[config.mk]
export PLATFORM = sky130hd
export DESIGN_NAME = fc_mac_engine
export DESIGN_NICKNAME = d
export VERILOG_FILES = /design/src/rtl/fc_pkg.sv /design/src/rtl/fc_mac8.sv /design/src/rtl/fc_mac_engine.sv
export SDC_FILE = /design/constraint.sdc
export NUM_CORES = 2
export LEC_CHECK = 0
export BUFFER_PORTS_ARGS = -buffer_cell sky130_fd_sc_hd__buf_2
export CAP_MARGIN = 20
export CORE_MARGIN = 8
export CORE_UTILIZATION = 60
export DETAILED_ROUTE_END_ITERATION = 16
export PLACE_DENSITY = 0.87
export SYNTH_ARGS = -nofsm -noshare
export SYNTH_HDL_FRONTEND = slang
export SYNTH_SLANG_ARGS = --single-unit
[constraint.sdc]
create_clock -name clk -period 14 [get_ports clk]
set_clock_uncertainty 0.1 [all_clocks]
set_input_delay 2.1 -clock clk [delete_from_list [all_inputs] [get_ports clk]]
set_output_delay 2.1 -clock clk [all_outputs]
set_load 0.01 [all_outputs]
[src/rtl/fc_pkg.sv]
// Shared constants and types for the fully-connected MAC engine.
package fc_pkg;
   localparam int LANES  = 8;
   localparam int IN_LEN = 384;
   localparam int BEATS  = IN_LEN / LANES;
   localparam int ACC_W  = 32;
   localparam int SUM_W  = 19;

   typedef enum logic [1:0] {IDLE, RUN, DRAIN, DONE} fc_state_e;
   typedef logic signed [7:0] int8_t;
endpackage

[src/rtl/fc_mac8.sv]
// 8-lane signed int8 multiply stage followed by a registered adder tree.
module fc_mac8 import fc_pkg::*; (
   input  logic                    clk,
   input  logic                    rst,
   input  logic                    i_valid,
   input  logic [63:0]             i_a,
   input  logic [63:0]             i_b,
   output logic                    o_valid,
   output logic signed [SUM_W-1:0] o_sum
);
   logic [16*LANES-1:0]     prod_flat;
   logic                    prod_valid_reg;
   logic signed [SUM_W-1:0] tree_sum;

   generate
      for (genvar gi = 0; gi < LANES; gi++) begin : g_lane
         int8_t              a_lane;
         int8_t              b_lane;
         logic signed [15:0] prod_reg;

         assign a_lane = i_a[8*gi +: 8];
         assign b_lane = i_b[8*gi +: 8];

         always_ff @(posedge clk or posedge rst) begin
            if (rst) prod_reg <= '0;
            else     prod_reg <= a_lane * b_lane;
         end

         assign prod_flat[16*gi +: 16] = prod_reg;
      end
   endgenerate

   // Eight 16-bit products fit in 19 bits including the sign.
   always_comb begin
      tree_sum = '0;
      for (int k = 0; k < LANES; k++)
         tree_sum = tree_sum + SUM_W'(signed'(prod_flat[16*k +: 16]));
   end

   always_ff @(posedge clk or posedge rst) begin
      if (rst) begin
         prod_valid_reg <= 1'b0;
         o_valid        <= 1'b0;
         o_sum          <= '0;
      end else begin
         prod_valid_reg <= i_valid;
         o_valid        <= prod_valid_reg;
         o_sum          <= tree_sum;
      end
   end
endmodule

[src/rtl/fc_mac_engine.sv]
// FC layer engine: sequences feature/weight reads, accumulates one dot
// product per neuron and streams the results.
module fc_mac_engine import fc_pkg::*; #(
   parameter int NUM_OUT = 10,
   parameter bit RELU_EN = 1'b0
) (
   input  logic             clk,
   input  logic             rst,
   input  logic             i_fc_start,
   output logic [15:0]      o_fc_fm_addr,
   input  logic [63:0]      i_fc_fm_data,
   output logic [15:0]      o_wt_addr,
   input  logic [63:0]      i_wt_data,
   output logic             o_fc_valid,
   output logic [7:0]       o_fc_idx,
   output logic [ACC_W-1:0] o_fc_data,
   output logic             o_fc_busy,
   output logic             o_fc_done
);
   fc_state_e  state_reg, state_next;
   logic [5:0] beat_reg, beat_next;
   logic [7:0] neuron_reg, neuron_next;
   logic [1:0] drain_reg, drain_next;

   logic       s1_valid_reg, s1_first_reg, s1_last_reg;
   logic       s2_first_reg, s2_last_reg;
   logic       s3_first_reg, s3_last_reg;
   logic [7:0] s1_idx_reg, s2_idx_reg, s3_idx_reg;

   logic                    mac_valid;
   logic signed [SUM_W-1:0] mac_sum;
   logic signed [ACC_W-1:0] acc_reg, acc_next, sum_ext, result;

   always_ff @(posedge clk or posedge rst) begin
      if (rst) begin
         state_reg  <= IDLE;
         beat_reg   <= '0;
         neuron_reg <= '0;
         drain_reg  <= '0;
         o_fc_busy  <= 1'b0;
         o_fc_done  <= 1'b0;
      end else begin
         state_reg  <= state_next;
         beat_reg   <= beat_next;
         neuron_reg <= neuron_next;
         drain_reg  <= drain_next;
         o_fc_busy  <= (state_next != IDLE);
         o_fc_done  <= (state_reg == DONE);
      end
   end

   always_comb begin
      state_next  = state_reg;
      beat_next   = beat_reg;
      neuron_next = neuron_reg;
      drain_next  = drain_reg;
      case (state_reg)
         IDLE: if (i_fc_start) begin
            state_next  = RUN;
            beat_next   = '0;
            neuron_next = '0;
         end
         RUN: if (beat_reg == 6'(BEATS - 1)) begin
            state_next = DRAIN;
            beat_next  = '0;
            drain_next = '0;
         end else begin
            beat_next = beat_reg + 6'd1;
         end
         DRAIN: if (drain_reg == 2'd2) begin
            if (neuron_reg == 8'(NUM_OUT - 1)) begin
               state_next = DONE;
            end else begin
               state_next  = RUN;
               neuron_next = neuron_reg + 8'd1;
            end
         end else begin
            drain_next = drain_reg + 2'd1;
         end
         DONE:    state_next = IDLE;
         default: state_next = IDLE;
      endcase
   end

   // Addresses are only meaningful while issuing beats; zero otherwise.
   always_comb begin
      o_fc_fm_addr = '0;
      o_wt_addr    = '0;
      if (state_reg == RUN) begin
         o_fc_fm_addr = 16'(beat_reg) * 16'(LANES);
         o_wt_addr    = 16'(neuron_reg) * 16'(BEATS) + 16'(beat_reg);
      end
   end

   // Beat tags travel alongside the data so the accumulator knows first/last.
   always_ff @(posedge clk or posedge rst) begin
      if (rst) begin
         s1_valid_reg <= 1'b0;
         s1_first_reg <= 1'b0;
         s1_last_reg  <= 1'b0;
         s1_idx_reg   <= '0;
         s2_first_reg <= 1'b0;
         s2_last_reg  <= 1'b0;
         s2_idx_reg   <= '0;
         s3_first_reg <= 1'b0;
         s3_last_reg  <= 1'b0;
         s3_idx_reg   <= '0;
      end else begin
         s1_valid_reg <= (state_reg == RUN);
         s1_first_reg <= (beat_reg == '0);
         s1_last_reg  <= (beat_reg == 6'(BEATS - 1));
         s1_idx_reg   <= neuron_reg;
         s2_first_reg <= s1_first_reg;
         s2_last_reg  <= s1_last_reg;
         s2_idx_reg   <= s1_idx_reg;
         s3_first_reg <= s2_first_reg;
         s3_last_reg  <= s2_last_reg;
         s3_idx_reg   <= s2_idx_reg;
      end
   end

   fc_mac8 u_mac8 (
      .clk     (clk),
      .rst     (rst),
      .i_valid (s1_valid_reg),
      .i_a     (i_fc_fm_data),
      .i_b     (i_wt_data),
      .o_valid (mac_valid),
      .o_sum   (mac_sum)
   );

   always_comb begin
      sum_ext  = ACC_W'(mac_sum);
      acc_next = s3_first_reg ? sum_ext : acc_reg + sum_ext;
      result   = acc_next;
      if (RELU_EN && acc_next[ACC_W-1])
         result = '0;
   end

   always_ff @(posedge clk or posedge rst) begin
      if (rst) begin
         acc_reg    <= '0;
         o_fc_valid <= 1'b0;
         o_fc_idx   <= '0;
         o_fc_data  <= '0;
      end else begin
         o_fc_valid <= 1'b0;
         if (mac_valid) begin
            acc_reg <= acc_next;
            if (s3_last_reg) begin
               o_fc_valid <= 1'b1;
               o_fc_idx   <= s3_idx_reg;
               o_fc_data  <= result;
            end
         end
      end
   end
endmodule

**After elaboration in Yosys (flattened, before gate mapping)**

Index checks and enable logic that the tools add are counted.

- Logic and storage cells: 93
- Input bits: 131
- Register bits: 273
- Output and inout port bits: 75

- Reductions and logical operators: 10
- Add/subtract/negate cells: 12
- Muxes and demuxes: 20
- Multipliers: 9
- Equal/unequal tests: 11

Operators by type and width:

| operator | count |
|---|---|
| 8-bit by 8-bit multiplier with 16-bit output | 8 |
| 19-bit by 16-bit adder with 19-bit output | 5 |
| 32-bit by 19-bit adder with 32-bit output | 1 |
| 32-bit two-way mux | 1 |
| 8-bit two-way mux | 3 |
| 17-bit by 16-bit adder with 18-bit output | 1 |
| 16-bit by 16-bit adder with 17-bit output | 1 |
| 8-bit case mux with 2 select lines | 1 |
| 14-bit by 6-bit adder with 15-bit output | 1 |
| 15-bit two-way mux | 1 |
| 2-bit two-way mux | 6 |
| 6-bit two-way mux | 2 |
| 6-bit case mux with 2 select lines | 1 |
| 8-bit by 2-bit multiplier with 10-bit output (second input constant) | 1 |
| 9-bit two-way mux | 1 |
| 8-bit by 1-bit adder with 8-bit output (second input constant) | 1 |
| 8-bit by 4-bit == test with 1-bit output (second input constant) | 1 |
| 2-bit != test (second input constant) | 4 |
| 2-bit case mux with 4 select lines | 1 |
| 2-bit nonzero test | 4 |
| 6-bit by 1-bit adder with 6-bit output (second input constant) | 1 |
| 2-bit == test (second input constant) | 3 |
| 6-bit == test (second input constant) | 1 |
| 6-bit zero test | 1 |
| 9 further kinds | 11 |

**Depth between registers and ports, before layout**

- Depth in word-level cells: 7
- Gate-level depth with buffers: 21
- Gate-level depth less buffers: 21

**Cells and area by module**

From an unflattened synthesis, not the netlist that was laid out.

- Cells, all modules: 3555
- Area total of the unflattened synthesis: 34110.2 µm²

Modules (own cells, without submodules):

| module | sequential area each (µm²) | cells an instance | area an instance (µm²) | instances |
|---|---|---|---|---|
| fc_mac8 | 3728.6 | 2802 | 27057.2 | 1 |
| fc_mac_engine | 3103.0 | 753 | 7053.0 | 1 |

**Worst setup path after synthesis**

No wires, ideal clock.

- Kind: input-to-reg
- From: input port i_fc_fm_data[5]
- To: register u_mac8.g_lane[0].prod_reg[15]
- Stages on the path: 19
- Buffers on the path: 0
- Data required time: 13775 ps
- Slack: 7795 ps
- Arrival time: 5980 ps
- Cells stage by stage: and2_1 -> fa_1 -> inv_1 -> fa_1 -> inv_1 -> fa_1 -> inv_1 -> fa_1 -> inv_1 -> ha_1 -> inv_1 -> o21ai_0 -> a21oi_1 -> o21ai_0 -> a21oi_1 -> nor2b_1 -> o21a_1 -> o41a_1 -> xnor2_1

- Cells in the longest elaborated chain, start to end: 1

RTL lines:

| what | line | text |
|---|---|---|
| from (decl) | fc_mac_engine.sv:11 | `input logic [63:0] i_fc_fm_data,` |
| 8-bit by 8-bit multiplier with 16-bit output | fc_mac8.sv:26 | `else prod_reg <= a_lane * b_lane;` |
| to (signal assigned) | fc_mac8.sv:26 |  |
| to (decl) | fc_mac8.sv:19 | `logic signed [15:0] prod_reg;` |

No other way between the ends.
A chain may end at the register's enable or synchronous reset.

**Worst setup path after layout**

- From: input port i_fc_fm_data[45]
- To: register u_mac8.g_lane[5].prod_reg[15]

- Cells in the longest elaborated chain, start to end: 1

RTL lines:

| what | line |
|---|---|
| 8-bit by 8-bit multiplier with 16-bit output | fc_mac8.sv:26 |
| to (signal assigned) | fc_mac8.sv:26 |
| to (decl) | fc_mac8.sv:19 |

No other way between the ends.

==> impl_summary.log <==
INFO  metric setup_fix_buffers_added_after_clock_tree_synthesis = 0
INFO  metric firstDrtPassIters = 5
INFO  metric clk_transition_reported_paths = 0.06 ns
INFO  metric synth_cell_types = 60
INFO  metric clk_root_buffer_cell = clkbuf_16
INFO  metric synth-edff-count = 0
INFO  metric die_x = 252.2 µm
INFO  metric start_util = 60.76%
INFO  metric worst_hold_slack = around 0.25 ns
INFO  metric worst_path_required = 14.36 ns
INFO  metric dieArea = 63,610 µm²
INFO  metric timing.critical_path.arrival = 6.52 ns
INFO  metric rsz_0062_raised_after_global_routing = false
INFO  metric synthesis_warning_total = 0
INFO  metric placement.io_buffers = 194
INFO  metric post_synth_and_or_nand_nor_area_fraction = a little over an eighth
INFO  metric final-hold-violation-count = 0
INFO  metric synth_compound_area_share = ~6.4%
INFO  metric layout.cells.most_common = inv_1
INFO  metric post_drt_wl_per_cell = 16.25 µm
INFO  metric synth.mux.area_fraction = 0.6877%
INFO  metric startpoint_type = primary input
INFO  metric nNetsFinal = between 4,000 and 5,000
INFO  metric finalSetupViolCount = 0
INFO  metric synth.yosys.seq_area_share = 20.41%
INFO  metric via_count = 23,040
INFO  metric area.growth.synth_to_final = 8.600%
INFO  metric synthesis.instances = 3,468
INFO  metric leading_cell_types_in_the_layout_fill_and_taps_excluded = 880 x inv_1, 542 x fa_1, 345 x and2_1
INFO  metric numCtsBuffers = 30
INFO  metric global_route_wire_length_before_repair = 122,000 µm
INFO  metric grt_usage = 23.50%
INFO  metric post-route-min-period = between 6 and 7 ns
INFO  metric placeableCoreArea = 55,090 µm²
INFO  metric synth.cell_area = ~33,000 µm²
INFO  metric ctsHoldBuffers = 0
INFO  metric grt_max_degree = 130
INFO  metric detail_route.wirelength = 72,210 µm
INFO  metric slew_violations = 0
INFO  metric synthAdderAreaFrac = 43.63%
INFO  metric cp_max_fo = 8
INFO  metric synth_top_flop_cell = dfrtp_1
INFO  metric hpwl = 60,470 µm
INFO  metric synthArstFlopShare = 100.0%
INFO  metric worst_max_slew_pin_slew = about 1.0 ns
INFO  metric yosys.area.top_type = fa_1
INFO  metric insertion_delay = 0.58 ns
INFO  metric cp-end-kind = flip-flop
INFO  metric first_global_vias = 25,130
INFO  metric grt.overflow.total = 0
INFO  metric final.fill_count = 4,337
INFO  metric io-pin-count = 206
INFO  metric critPathKind = in -> reg
INFO  metric maxClockFrequency = 162.2 MHz
INFO  metric combinational_family_with_the_most_area_after_synthesis = adder cells
INFO  metric layout-drive-gt1-share = ~7.8%
INFO  metric initial_antenna_violation_count = 7
INFO  metric max-slew-margin-rel = 32.37%
INFO  metric chipHeight = 252.2 µm
INFO  metric remaining_drc_errors = 0
INFO  metric fin_crit_sh = 44.03%
INFO  metric synth.ff_latch_count = about 270
INFO  metric synth_largest_type_area_fraction = roughly a third
INFO  metric post_synth.cell_area_avg = 9.653 µm²
INFO  metric largest_register_ff_count = about 130
INFO  metric num_rows = 86
INFO  metric place_congestion = roughly 0.9
INFO  metric synthXorXnorAreaFrac = 4.971%
INFO  metric final_antenna_net_count = 0
INFO  metric final_util = 65.99%
INFO  metric cts_resized = 0
INFO  metric result_of_the_run = finished, final reports clean
INFO  metric cts.sink_count = 273
INFO  metric detail_route.iter0.violations = 1,226
INFO  metric fin_tns_setup = 0 ns
INFO  metric max_cap_check_violation_count = 0
INFO  metric h-tree-depth = 1
INFO  metric cts_buffer_depth = 3
INFO  metric yosys-top-cells-area = fa_1 32%, dfrtp_1 20%, ha_1 11%, inv_1 9.9%, and2_1 6.4%
INFO  metric tritoncts = done
INFO  metric hold_crit_path_type = reg -> reg
INFO  metric vias_per_cell = a little over 5
-- area by class of cell --
class | count | area [µm²] | area share (%)
antenna | 6 | 15.01 | 0.04130
tap | 748 | 935.9 | 2.574
timing repair buffer | 198 | 1013 | 2.788
inverter | 882 | 3318 | 9.127
clock buffer | 37 | 817.0 | 2.247
multi-input combinational | 2280 | 23150 | 63.69
clock inverter | 19 | 266.5 | 0.7331
sequential | 273 | 6834 | 18.80
-- synthesized netlist by cell type, drive strengths merged, types with 2 or more instances --
library cell and n:
a31oi 2, mux2i 5, a21boi 13, xnor2 152
nor2b 67, a21oi 136, a211oi 9, o221ai 3
o311ai 3, nor3b 3, or3 4, and3 6
o21bai 15, a311oi 4, o22ai 3, inv 881
buf 21, a21o 34, nand4 3, xor2 38
o21ai 96, nor3 21, o211ai 6, ha 300
o41ai 2, nand2 204, o41a 4, mux2 16
or2 6, and2 345, clkbuf 22, nor2 157
o21a 13, fa 542, dfrtp 273, nand3 13
nand2b 27, nor4b 3, o31ai 4
-- per-stage QoR --
step / std cells / worst slack (ns) / area [µm²]
finish: 4443 / 7.836 / 36350
global route: 4442 / 7.572 / 36350
CTS: 4436 / 7.874 / 36320
detailed placement: 4380 / 7.275 / 35240
global placement: 4380 / 7.437 / 35240
floorplan: 3478 / 4.276 / 33510
-- worst max-delay path, stage by stage --
cell and delay [ns]:
buf_2 0.15, and2_1 0.19, fa_1 0.54, inv_1 0.06, fa_1 0.55, inv_1 0.05, fa_1 0.47, inv_1 0.05
fa_1 0.47, inv_1 0.05, ha_1 0.31, inv_1 0.07, o21ai_0 0.11, a21oi_1 0.26, o21ai_0 0.13, a21oi_1 0.23
nor2b_1 0.08, o21a_1 0.20, o41a_1 0.33, xnor2_1 0.14
-- metal layers --
layer  vias up  track usage, %  part of all wire, %
met1     11500           29.94                   40
li1      10770               -                    -
met5         -               0                    0
met4         0           8.679                  4.1
met3       181           3.074                  4.8
met2       592           40.89                   51
-- logic make-up after synthesis --
| family | Yosys count |
|---|---|
| compound gates | 355 |
| xor+xnor | 190 |
| fa+ha+maj | 842 |
| buf+inv | 925 |
| flops | 273 |
| mux | 21 |
| other cells | 1 |
| simple gates | 861 |
-- path summary, 6_finish.rpt --
| check | startpoint | to | slack (ns) | cells after the start |
|---|---|---|---|---|
| max reg2reg | u_mac8.g_lane[6].prod_reg[2]$_DFF_PP0_ | u_mac8.o_sum[18]$_DFF_PP0_ | 8.92 | 20 |
| min in group asynchronous | rst | u_mac8.g_lane[1].prod_reg[14]$_DFF_PP0_ | 1.63 | 2 |
| min | s2_idx_reg[4]$_DFF_PP0_ | s3_idx_reg[4]$_DFF_PP0_ | 0.25 | 0 |
| min reg2reg | s2_idx_reg[4]$_DFF_PP0_ | s3_idx_reg[4]$_DFF_PP0_ | 0.25 | 0 |
| max in group asynchronous | rst | o_fc_data[21]$_DFFE_PP0P_ | 10.61 | 3 |
| max | i_fc_fm_data[45] | u_mac8.g_lane[5].prod_reg[15]$_DFF_PP0_ | 7.84 | 20 |
Power is left out: the tool's default activity adds up to more than one toggle a clock period on the data nets, which glitch-free logic cannot reach.
